## src/rtl/seq_calc_pkg.sv

```systemverilog
// rtl/seq_calc_pkg.sv - shared enums and seed constants for the sequence calculator
package seq_calc_pkg;

  typedef enum logic [1:0] {
    MODE_FIB    = 2'b00,
    MODE_LUCAS  = 2'b01,
    MODE_PELL   = 2'b10,
    MODE_CUSTOM = 2'b11
  } mode_e;

  typedef enum logic [1:0] {
    ST_IDLE    = 2'b00,
    ST_COMPUTE = 2'b01,
    ST_DONE    = 2'b10
  } state_e;

  localparam int unsigned FIB_S0   = 0;
  localparam int unsigned FIB_S1   = 1;
  localparam int unsigned LUCAS_S0 = 2;
  localparam int unsigned LUCAS_S1 = 1;
  localparam int unsigned PELL_S0  = 0;
  localparam int unsigned PELL_S1  = 1;

endpackage

```

## src/rtl/seq_step.sv

```systemverilog
// rtl/seq_step.sv - one recurrence step: next_a = m*a + b with carry-out detection
module seq_step #(
  parameter int WIDTH = 16
) (
  input  logic [WIDTH-1:0] a_i,
  input  logic [WIDTH-1:0] b_i,
  input  logic             pell_i,
  output logic [WIDTH-1:0] next_a_o,
  output logic             overflow_o
);

  logic [WIDTH+1:0] m_a;
  logic [WIDTH+1:0] sum;

  // Two guard bits cover the worst case 2*a + b.
  assign m_a        = pell_i ? {1'b0, a_i, 1'b0} : {2'b00, a_i};
  assign sum        = m_a + {2'b00, b_i};
  assign next_a_o   = sum[WIDTH-1:0];
  assign overflow_o = |sum[WIDTH+1:WIDTH];

endmodule

```

## src/rtl/sequence_calculator.sv

```systemverilog
// rtl/sequence_calculator.sv - iterative Fibonacci/Lucas/Pell/custom term calculator
module sequence_calculator
  import seq_calc_pkg::*;
#(
  parameter int WIDTH   = 16,
  parameter int N_WIDTH = 5
) (
  input  logic               clk,
  input  logic               reset,
  input  logic               start,
  input  logic               abort,
  input  logic [1:0]         mode,
  input  logic [N_WIDTH-1:0] n,
  input  logic [WIDTH-1:0]   seed0,
  input  logic [WIDTH-1:0]   seed1,
  output logic               busy,
  output logic               done,
  output logic [WIDTH-1:0]   result,
  output logic               overflow
);

  state_e               state_q, state_d;
  mode_e                mode_q, mode_d;
  logic [WIDTH-1:0]     a_q, a_d, b_q, b_d;
  logic [N_WIDTH-1:0]   cnt_q, cnt_d;
  logic                 acc_q, acc_d;
  logic [WIDTH-1:0]     result_q, result_d;
  logic                 overflow_q, overflow_d;
  logic [WIDTH-1:0]     s0, s1;
  logic [WIDTH-1:0]     step_a;
  logic                 step_ovf;

  seq_step #(.WIDTH(WIDTH)) u_step (
    .a_i       (a_q),
    .b_i       (b_q),
    .pell_i    (mode_q == MODE_PELL),
    .next_a_o  (step_a),
    .overflow_o(step_ovf)
  );

  always_comb begin
    s0 = WIDTH'(FIB_S0);
    s1 = WIDTH'(FIB_S1);
    case (mode_e'(mode))
      MODE_LUCAS:  begin s0 = WIDTH'(LUCAS_S0); s1 = WIDTH'(LUCAS_S1); end
      MODE_PELL:   begin s0 = WIDTH'(PELL_S0);  s1 = WIDTH'(PELL_S1);  end
      MODE_CUSTOM: begin s0 = seed0;            s1 = seed1;            end
      default:     begin s0 = WIDTH'(FIB_S0);   s1 = WIDTH'(FIB_S1);   end
    endcase
  end

  always_comb begin
    state_d    = state_q;
    mode_d     = mode_q;
    a_d        = a_q;
    b_d        = b_q;
    cnt_d      = cnt_q;
    acc_d      = acc_q;
    result_d   = result_q;
    overflow_d = overflow_q;
    case (state_q)
      ST_IDLE: begin
        if (start) begin
          mode_d  = mode_e'(mode);
          a_d     = s1;
          b_d     = s0;
          cnt_d   = n;
          acc_d   = 1'b0;
          state_d = ST_COMPUTE;
        end
      end
      ST_COMPUTE: begin
        // Abort wins over completion so a cancelled run never reports.
        if (abort) begin
          state_d = ST_IDLE;
        end else if (cnt_q <= N_WIDTH'(1)) begin
          state_d    = ST_DONE;
          result_d   = (cnt_q == '0) ? b_q : a_q;
          overflow_d = acc_q;
        end else begin
          a_d   = step_a;
          b_d   = a_q;
          cnt_d = cnt_q - N_WIDTH'(1);
          acc_d = acc_q | step_ovf;
        end
      end
      ST_DONE: state_d = ST_IDLE;
      default: state_d = ST_IDLE;
    endcase
  end

  always_ff @(posedge clk) begin
    if (reset) begin
      state_q    <= ST_IDLE;
      mode_q     <= MODE_FIB;
      a_q        <= '0;
      b_q        <= '0;
      cnt_q      <= '0;
      acc_q      <= 1'b0;
      result_q   <= '0;
      overflow_q <= 1'b0;
    end else begin
      state_q    <= state_d;
      mode_q     <= mode_d;
      a_q        <= a_d;
      b_q        <= b_d;
      cnt_q      <= cnt_d;
      acc_q      <= acc_d;
      result_q   <= result_d;
      overflow_q <= overflow_d;
    end
  end

  assign busy     = (state_q == ST_COMPUTE);
  assign done     = (state_q == ST_DONE);
  assign result   = result_q;
  assign overflow = overflow_q;

endmodule

```

## config.mk

```make
export PLATFORM = sky130hd
export DESIGN_NAME = sequence_calculator
export DESIGN_NICKNAME = d
export VERILOG_FILES = /design/src/rtl/seq_calc_pkg.sv /design/src/rtl/seq_step.sv /design/src/rtl/sequence_calculator.sv
export SDC_FILE = /design/constraint.sdc
export NUM_CORES = 1
export LEC_CHECK = 0
export BUFFER_PORTS_ARGS = -buffer_cell sky130_fd_sc_hd__clkbuf_2
export CAP_MARGIN = 5
export CELL_PAD_IN_SITES_DETAIL_PLACEMENT = 1
export CELL_PAD_IN_SITES_GLOBAL_PLACEMENT = 1
export CORE_MARGIN = 10
export CORE_UTILIZATION = 42
export CTS_CLUSTER_SIZE = 16
export DETAILED_ROUTE_END_ITERATION = 8
export PLACE_DENSITY = 0.78
export REMOVE_ABC_BUFFERS = 1
export SETUP_SLACK_MARGIN = 0.2
export SLEW_MARGIN = 10
export SYNTH_ARGS = -nofsm -noshare
export SYNTH_HDL_FRONTEND = slang
export SYNTH_SLANG_ARGS = --single-unit
export TNS_END_PERCENT = 50
```

## constraint.sdc

```tcl
create_clock -name clk -period 3.08 [get_ports clk]
set_clock_uncertainty 0.1 [all_clocks]
set_input_delay 0 -clock clk [delete_from_list [all_inputs] [get_ports clk]]
set_output_delay 0 -clock clk [all_outputs]
set_load 0.02 [all_outputs]
```

==> impl_metrics.toml, run 1 <==
[synthesis]
synth_most_common_cell = "nor2_1"
synth_flop_cell = "dfxtp_1"
ys_ff_latch = 59
synth_common_cells = "64 x nor2_1, 59 x dfxtp_1, 58 x nand2_1"
synth_edf_count = 0
synth_area_um2 = 3640
synthArstFlopShare = 0
synthCells = 454
ys_types = 59
synth_largest_area_cell = "dfxtp_1"
postSynthAreaPerCell_um2 = 8.017
yosysSeqAreaShare = 0.3245
synth_top_area_share = 0.3245
synth.area.top_cells = "dfxtp_1 32%, nor2_1 6.6%, ha_1 6.5%"
yosys_warnings = 0

[floorplan]
initial_utilization = 0.4364
die_height_um = 113.1
dieWidth_um = 113.1
ios = 62
coreArea_um2 = 8341
dieArea_um2 = 12790
rows = 33

[global_routing]
grt_max_degree = 32
grt_overflow = 0
grt_pass1_vias = 4068
grt_pass1_wl_um = 20290
grtUsageTotal = 0.1910
antenna_found_initial = 0

[timing]
setup_ws_ns = 0.3638
worst_pin_slew_ns = 0.7777
period_share = 0.8819
slew_headroom = 0.4798
period_minus_slack_ns = 2.716
rsz0062_at_grt = "false"
final-hold-violation-count = 0
clock.fmax_mhz = 368.2
fin_tns_setup_ns = 0
setup_violations = 0
slew_violations = 0

[drt]
drcViolationCount = 0
routed_via_density = 5.694
drt_iter0_drc = 116
first_pass_iters = 4
antenna_left = 0
wl_per_cell_um = 18.25
vias = 3735
wl_um = 11970

[finish]
nNetsFinal = 609
n_antenna_cell = 0
utilization = 0.5614
drive_gt1_frac = 0.2232
syn2layout_area_growth_pct = 28.64

[power_and_ir_drop]
p_leak_uw = 0.002031
power.density_nw_per_um2 = 601.9
ir_drop_mv = 0.2811
p_total_uw = 2818

[cts]
numClockSinks = 59
htree_levels = 3
cts_tree = "built"
cts_root_buffer = "clkbuf_8"
numCtsBuffers = 9
clk_pin_slew_worst_paths_ns = 0.07
cts_setup_buffers = 0
clock_latency_ns = 0.34
clk_path_buf_depth = 2

[setup_path]
startpoint = "mode_q[0]"
critPathRequiredTime_ns = 3.21
r2r_start = "mode_q[0]"
crit_path_end_kind = "flip-flop"
arrival_ns = 2.85
criticalPathCategory = "reg -> reg"
reg2reg_depth = 11
crit_path_max_fanout = 3
cp-start-kind = "flip-flop"

[placed_design]
dp_slack_ns = 0.2944
gp_congestion = 0.8300
port_buffers = 61
dpl.hpwl_um = 8252

[min_path]
min_from = "n[1]"
hold_depth = 3
min_path_type = "in -> reg"

[run_status]
outcome = "finished, final reports clean"

[flow_run]
maxCapViolations = 0
[power by group]
group | total (uW) | internal [uW] | switching (uW)
Clock | 716 | 392 | 324
Combinational | 1120 | 464 | 659
Sequential | 979 | 869 | 110
[area by class of cell]
class / count / area (um^2)
Multi-Input combinational cell: 352 / 2316
Clock inverter: 5 / 52.55
Inverter: 9 / 33.78
Timing Repair Buffer: 115 / 823.3
Fill cell: 1022 / 3659
Clock buffer: 11 / 141.4
Tap cell: 105 / 131.4
Sequential cell: 59 / 1184
[flip-flops by register name, summed over array words and instances (netlist names)]
register	flops
acc_q	1
state_q	2
overflow	1
result	16
mode_q	2
cnt_q	5
a_q	16
b_q	16
[cells by family (layout without fill, tap and decap cells)]
logic type      after synthesis  in the layout  synth area share
flops                        59             59            0.3245
buf+inv                      43            140           0.05225
mux                          20             20           0.05500
fa+ha+maj                    20             20           0.07082
simple gates                185            185            0.2248
xor+xnor                     11             11           0.02647
compound gates              116            116            0.2461
[worst max-delay path, cell delays in order, from the launching register on]
cell and delay, ns:
dfxtp_2 0.34, nand2b_4 0.15, and2_1 0.15, ha_1 0.20
fa_1 0.42, a21oi_2 0.24, o21a_1 0.21, o21ai_1 0.12
a21oi_2 0.18, xnor2_1 0.10, a221oi_1 0.31, nor3_1 0.08
[stage by stage]
step | std cells | hold WS (ns) | area, um^2
after floorplan | 420 | -0.03535 | 3483
after global placement | 603 | 0.1387 | 4068
after detailed placement | 603 | 0.1540 | 4068
after CTS | 656 | 0.008400 | 4632
after global routing | 656 | 0.03967 | 4682
final | 656 | 0.007992 | 4682
[worst paths after layout]
| check | slack [ns] | endpoint |
|---|---|---|
| max reg2reg | 0.36 | a_q[8] |
| max | 0.36 | a_q[8] |
| min | 0.008 | cnt_q[1] |
| min reg2reg | 0.40 | result[0] |
[metal layers]
layer	track usage	wire, um	vias up
li1	-	-	1832
met2	0.3314	5868	81
met1	0.2172	5241	1793
met3	0.05388	548	29
met4	0.07107	312	0
met5	0	0	-
[cells in the final DEF (no fill, tap or decap), types with 5 or more instances in the layout]
master,instances
nor2_1,64
clkbuf_2,61
nand2_1,58
dfxtp_1,57
dlygate4sd3_1,37
nor3_1,28
a211oi_1,23
a221oi_1,22
mux2i_1,20
a21oi_1,19
ha_1,17
buf_4,14
nand3_1,11
clkbuf_8,10
inv_1,9
a21o_1,7
a21oi_2,6
xor2_1,6
xnor2_1,5
o21ai_0,5
[repair_timing]
action                                 4_1_cts  5_1_grt
gates resized for setup                      0       14
hold buffers                                37        0
setup endpoints to repair                    0        8
endpoints found under the hold margin       42        0
Note: power is estimated with default switching activity, not from simulation.
==> run 2: changes to the inputs <==
--- a/config.mk
+++ b/config.mk
@@ -9,11 +9,11 @@
 export CAP_MARGIN = 5
 export CELL_PAD_IN_SITES_DETAIL_PLACEMENT = 1
 export CELL_PAD_IN_SITES_GLOBAL_PLACEMENT = 1
-export CORE_MARGIN = 10
-export CORE_UTILIZATION = 42
+export CORE_MARGIN = 4
+export CORE_UTILIZATION = 38
 export CTS_CLUSTER_SIZE = 16
 export DETAILED_ROUTE_END_ITERATION = 8
-export PLACE_DENSITY = 0.78
+export PLACE_DENSITY = 0.74
 export REMOVE_ABC_BUFFERS = 1
 export SETUP_SLACK_MARGIN = 0.2
 export SLEW_MARGIN = 10
==> constraint.sdc (replaced) <==
create_clock -name clk -period 2.43 [get_ports clk]
set_clock_uncertainty 0.1 [all_clocks]
set_input_delay 0 -clock clk [delete_from_list [all_inputs] [get_ports clk]]
set_output_delay 0 -clock clk [all_outputs]
set_load 0.02 [all_outputs]
==> run 2 against run 1 <==
  * The flow now finishes with violations (negative setup slack)
  * Final area up 16%
  * Combinational power up 69%
  * Sequential share of layout area down 3.4 points
  * Global-route usage up 6.8 points
  * Critical endpoint is now a_q[14]
  * Largest cell class unchanged
==> impl_metrics.toml, run 2 (synthesized netlist as in run 1, its figures left out) <==
[setup_path]
critical_path_buf_inv_count = 3
crit_slowest_cell = "dfxtp_2"
cp-start-kind = "flip-flop"
critPathRequiredTime_ns = 2.58
crit_top_cell = "buf_4"
rrSetupSlack_ns = -0.32
crit_family = "compound AO/OA/AOI/OAI gates"
crit_path_max_fanout = 6
arrival_ns = 2.90
critPathMaxStageDelay_ns = 0.35
crit_path_end_kind = "flip-flop"
criticalPathCategory = "reg -> reg"
path_cells = "nand2b_4, buf_4, nand2_1, nand2_2, ha_4, buf_4, nand4_1, a21oi_2, a21oi_2, buf_4, o31ai_4, xnor2_1, a2bb2oi_2, a211oi_2"

[cts]
clk_path_buf_depth = 2
cts_root_buffer = "clkbuf_8"
numCtsBuffers = 9
htree_levels = 3
clock_latency_ns = 0.36
numClockSinks = 59
cts_tree = "built"
clk_pin_slew_worst_paths_ns = 0.08

[drt]
drt_iter0_drc = 277
first_pass_iters = 4
routed_via_density = 5.830
wl_per_cell_um = 21.72
wl_um = 15730
antenna_left = 0
drcViolationCount = 0
vias = 4221

[power_and_ir_drop]
p_comb_frac = 0.440
p_switching_uw = 1674
power.density_nw_per_um2 = 793.4
power.share.sequential = 0.294
internal_power_uw = 2633
clkPwrFrac = 0.266
ir_drop_mv = 0.3658
p_total_uw = 4307
p_sw_frac = 0.3888
p_leak_uw = 0.002311

[placed_design]
port_buffers = 61
dp_slack_ns = -0.4073
dp.cells = 658
dpl.hpwl_um = 8370
gp_congestion = 0.8583
placed_cell_area_um2 = 4348

[floorplan]
initial_utilization = 0.3920
dieWidth_um = 105.9
die_height_um = 105.9
dieArea_um2 = 11210
rows = 35
coreArea_um2 = 9284
ios = 62

[finish]
drive_gt1_frac = 0.3445
final_area_um2 = 5429
final_cell_mix = "61 x nor2_1, 61 x clkbuf_2, 57 x dfxtp_1"
ff_latch_area_um2 = 1186
n_antenna_cell = 0
final-instance-count-excl-fill = 724
nNetsFinal = 653
syn2layout_area_growth_pct = 49.16
multiInputGateArea_um2 = 2614
fillers = 1088

[timing]
worst_pin_slew_ns = 0.7726
final-hold-violation-count = 0
slew_violations = 0
setup_violations = 13
fin_tns_setup_ns = -2.762
period_share = 1.132
rsz0062_at_grt = "true"
clock.fmax_mhz = 363.4
slew_headroom = 0.4830
period_minus_slack_ns = 2.751
setup_ws_ns = -0.3215

[flow_run]
maxCapViolations = 0

[global_routing]
grt_max_degree = 32
grtUsageTotal = 0.2591
grt_pass1_wl_um = 23180
grt_overflow = 0
antenna_found_initial = 1
grt_pass1_vias = 4499

[min_path]
min_path_type = "in -> reg"

[run_status]
violations = "negative setup slack"
outcome = "complete, but fails checks"
==> run 2: per-stage QoR <==
| stage | util | hold WS (ns) |
|---|---|---|
| floorplan | - | -0.03535 |
| global placement | 0.4683 | 0.1489 |
| detailed placement | 0.4683 | 0.1513 |
| CTS | 0.5679 | 0.007374 |
| global route | 0.5848 | 0.08232 |
| finish | 0.5848 | 0.02272 |
==> run 2: path summary, 6_finish.rpt <==
kind / cells after the start / from / to
setup reg to reg: 14 / mode_q[0] / a_q[14]
setup / recovery: 14 / mode_q[0] / a_q[14]
hold reg to reg: 2 / result[14] / result[14]
hold / removal: 4 / start / state_q[0]
==> run 2: timing repair <==
action	CTS	global route
gates resized for setup	44	27
pin swaps	28	20
hold buffers	41	0
buffers inserted	5	3
setup endpoints to repair	15	14
endpoints found under the hold margin	41	0
cloned	1	0
==> run 2: worst register-to-register path, stage by stage (launching register included) <==
cell and delay [ns]:
dfxtp_2 0.35, nand2b_4 0.18, buf_4 0.17, nand2_1 0.11, nand2_2 0.09, ha_4 0.30, buf_4 0.13, nand4_1 0.15
a21oi_2 0.17, a21oi_2 0.10, buf_4 0.16, o31ai_4 0.21, xnor2_1 0.19, a2bb2oi_2 0.17, a211oi_2 0.08
==> run 2: power by group through the flow <==
stage	sequential (uW)	clock (uW)	combinational, uW
2_1_floorplan	1240	0	912
3_3_place_gp	1250	0	1410
3_5_place_dp	1260	0	1460
4_1_cts	1250	1140	1680
5_1_grt	1290	1210	2040
6_report	1270	1150	1890
==> run 2: routing by layer <==
layer  share of wire  up-vias  routed length, um  global-route usage
li1                -     1923                  -                   -
met1            0.39     2059               6165              0.2904
met2            0.50      170               7849              0.4677
met3           0.052       67                820             0.05144
met4           0.056        2                882              0.1221
met5         0.00045        -                  7                   0
==> run 2: area by class of cell <==
class / instances / share of cell area
multi-input combinational: 352 / 0.4814
timing repair buffer: 159 / 0.2196
sequential: 59 / 0.2185
tap: 129 / 0.02973
clock buffer: 11 / 0.02604
clock inverter: 5 / 0.01844
inverter: 9 / 0.006223
==> run 3: changes to the inputs <==
--- a/config.mk
+++ b/config.mk
@@ -10,10 +10,10 @@
 export CELL_PAD_IN_SITES_DETAIL_PLACEMENT = 1
 export CELL_PAD_IN_SITES_GLOBAL_PLACEMENT = 1
 export CORE_MARGIN = 4
-export CORE_UTILIZATION = 38
+export CORE_UTILIZATION = 42
 export CTS_CLUSTER_SIZE = 16
 export DETAILED_ROUTE_END_ITERATION = 8
-export PLACE_DENSITY = 0.74
+export PLACE_DENSITY = 0.78
 export REMOVE_ABC_BUFFERS = 1
 export SETUP_SLACK_MARGIN = 0.2
 export SLEW_MARGIN = 10
==> constraint.sdc (replaced) <==
create_clock -name clk -period 2.7 [get_ports clk]
set_clock_uncertainty 0.1 [all_clocks]
set_input_delay 0 -clock clk [delete_from_list [all_inputs] [get_ports clk]]
set_output_delay 0 -clock clk [all_outputs]
set_load 0.02 [all_outputs]
==> run 3 against run 2 <==
  * Setup slack improved by 0.29 ns
  * The run still ends with negative setup slack left
  * Routed wire length is 5.6% lower
  * Critical path depth is 2 lower
  * Via count fell by 0.40%
  * Sequential cell count unchanged
  * Highest routed layer is now met4
  * Sequential share of layout area rose by 1.4 points
  * First-iteration DRC count up 17%
  * Cell count down 6.8%
  * Total power shrank 16%
  * Maximum frequency grew 0.64%
  * Non-clock buffer count down 25
==> impl_metrics.toml, run 3 (synthesized netlist as in run 1, its figures left out) <==
[run_status]
outcome = "complete, but fails checks"
violations = "negative setup slack"

[floorplan]
coreArea_um2 = 8341
dieArea_um2 = 10220
initial_utilization = 0.4364
dieWidth_um = 101.1
die_height_um = 101.1
ios = 62
rows = 33

[timing]
setup_violations = 4
final-hold-violation-count = 0
worst_pin_slew_ns = 0.8365
setup_ws_ns = -0.03410
slew_headroom = 0.4423
slew_violations = 0
period_share = 1.013
fin_tns_setup_ns = -0.1082
period_minus_slack_ns = 2.734
rsz0062_at_grt = "true"
clock.fmax_mhz = 365.8

[cts]
numCtsBuffers = 9
clk_path_buf_depth = 2
clock_latency_ns = 0.36
cts_root_buffer = "clkbuf_8"
numClockSinks = 59
cts_tree = "built"
htree_levels = 3
clk_pin_slew_worst_paths_ns = 0.07

[flow_run]
maxCapViolations = 0

[global_routing]
grt_overflow = 0
grt_pass1_vias = 4232
grt_pass1_wl_um = 21490
grtUsageTotal = 0.2648
antenna_found_initial = 0
grt_max_degree = 37

[drt]
wl_per_cell_um = 21.99
drcViolationCount = 0
antenna_left = 0
routed_via_density = 6.228
wl_um = 14840
vias = 4204
first_pass_iters = 5
drt_iter0_drc = 325

[setup_path]
arrival_ns = 2.84
critPathRequiredTime_ns = 2.80
criticalPathCategory = "reg -> reg"
crit_path_max_fanout = 7
crit_path_end_kind = "flip-flop"
cp-start-kind = "flip-flop"

[power_and_ir_drop]
power.density_nw_per_um2 = 704.7
p_total_uw = 3611
p_leak_uw = 0.002150
ir_drop_mv = 0.4471

[placed_design]
port_buffers = 61
dpl.hpwl_um = 7949
gp_congestion = 0.8876
placed_cell_area_um2 = 4113

[finish]
syn2layout_area_growth_pct = 40.77
nNetsFinal = 628
final_common_cell = "nor2_1"
final_cell_mix = "64 x nor2_1, 61 x clkbuf_2, 57 x dfxtp_1"
drive_gt1_frac = 0.3053
final_area_um2 = 5124
n_antenna_cell = 0

[min_path]
min_path_type = "in -> reg"
run 3: changes by cell type in the layout (fill, tap and decap cells not counted), sizes merged:
cell	change
clkinv	-2
bufinv	-2
buf	-22
dlygate4sd3	-3
clkbuf	+4
run 3: repair_timing:
item                                   CTS  global route
hold buffers                            38             0
setup endpoints to repair               11            12
pin swaps                               20            28
endpoints found under the hold margin   39             0
resized for setup                       28            39
setup buffers                            6             6
run 3: layout make-up:
| class | count | area (um^2) |
|---|---|---|
| Clock buffer | 15 | 176.4 |
| Clock inverter | 1 | 30.03 |
| Fill cell | 977 | 3217 |
| Inverter | 9 | 33.78 |
| Multi-Input combinational cell | 352 | 2584 |
| Sequential cell | 59 | 1189 |
| Tap cell | 105 | 131.4 |
| Timing Repair Buffer | 134 | 979.7 |
run 3: path summary, 6_finish.rpt:
| path | startpoint | to | slack [ns] | cells after the start |
|---|---|---|---|---|
| worst min register to register | result[2] | result[2] | 0.40 | 2 |
| worst min-delay path | n[4] | cnt_q[4] | 0.009 | 5 |
| worst max-delay path | mode_q[1] | a_q[15] | -0.03 | 12 |
| worst max register to register | mode_q[1] | a_q[15] | -0.03 | 12 |
run 3: worst max-delay path, cell delays in order (launching register included):
cell and delay, ns:
dfxtp_4 0.37, nor2b_4 0.16, buf_6 0.16, nand2_4 0.06
nand2_4 0.10, ha_4 0.23, a21oi_4 0.16, o211ai_1 0.16
o21bai_2 0.29, a21oi_2 0.12, o41ai_2 0.37, xor2_1 0.21
o22ai_1 0.09
run 3: power by group:
part	leakage (uW)	internal (uW)	total [uW]	switching [uW]
registers	0.000485	990	1140	154
logic	0.00156	671	1590	915
clock network	0.000104	504	881	377
total	0.00215	2170	3610	1450
run 3: stage by stage:
step             util  worst slack [ns]  cells  hold slack [ns]
3_3_place_gp   0.4931           0.04867    609           0.1453
2_1_floorplan       -           -0.1345    420         -0.03535
4_1_cts        0.5873            0.1317    669          0.01638
3_5_place_dp   0.4931          -0.05797    609           0.1488
6_report       0.6143          -0.03410    675         0.008789
5_1_grt        0.6143           -0.1864    675          0.07783
run 3: metal layers:
| metal | vias to the layer above | track usage | wire, um |
|---|---|---|---|
| met1 | 2068 | 0.3066 | 5798 |
| met5 | - | 0 | 0 |
| met3 | 52 | 0.04152 | 843 |
| li1 | 1876 | - | - |
| met4 | 0 | 0.1094 | 528 |
| met2 | 208 | 0.4799 | 7672 |
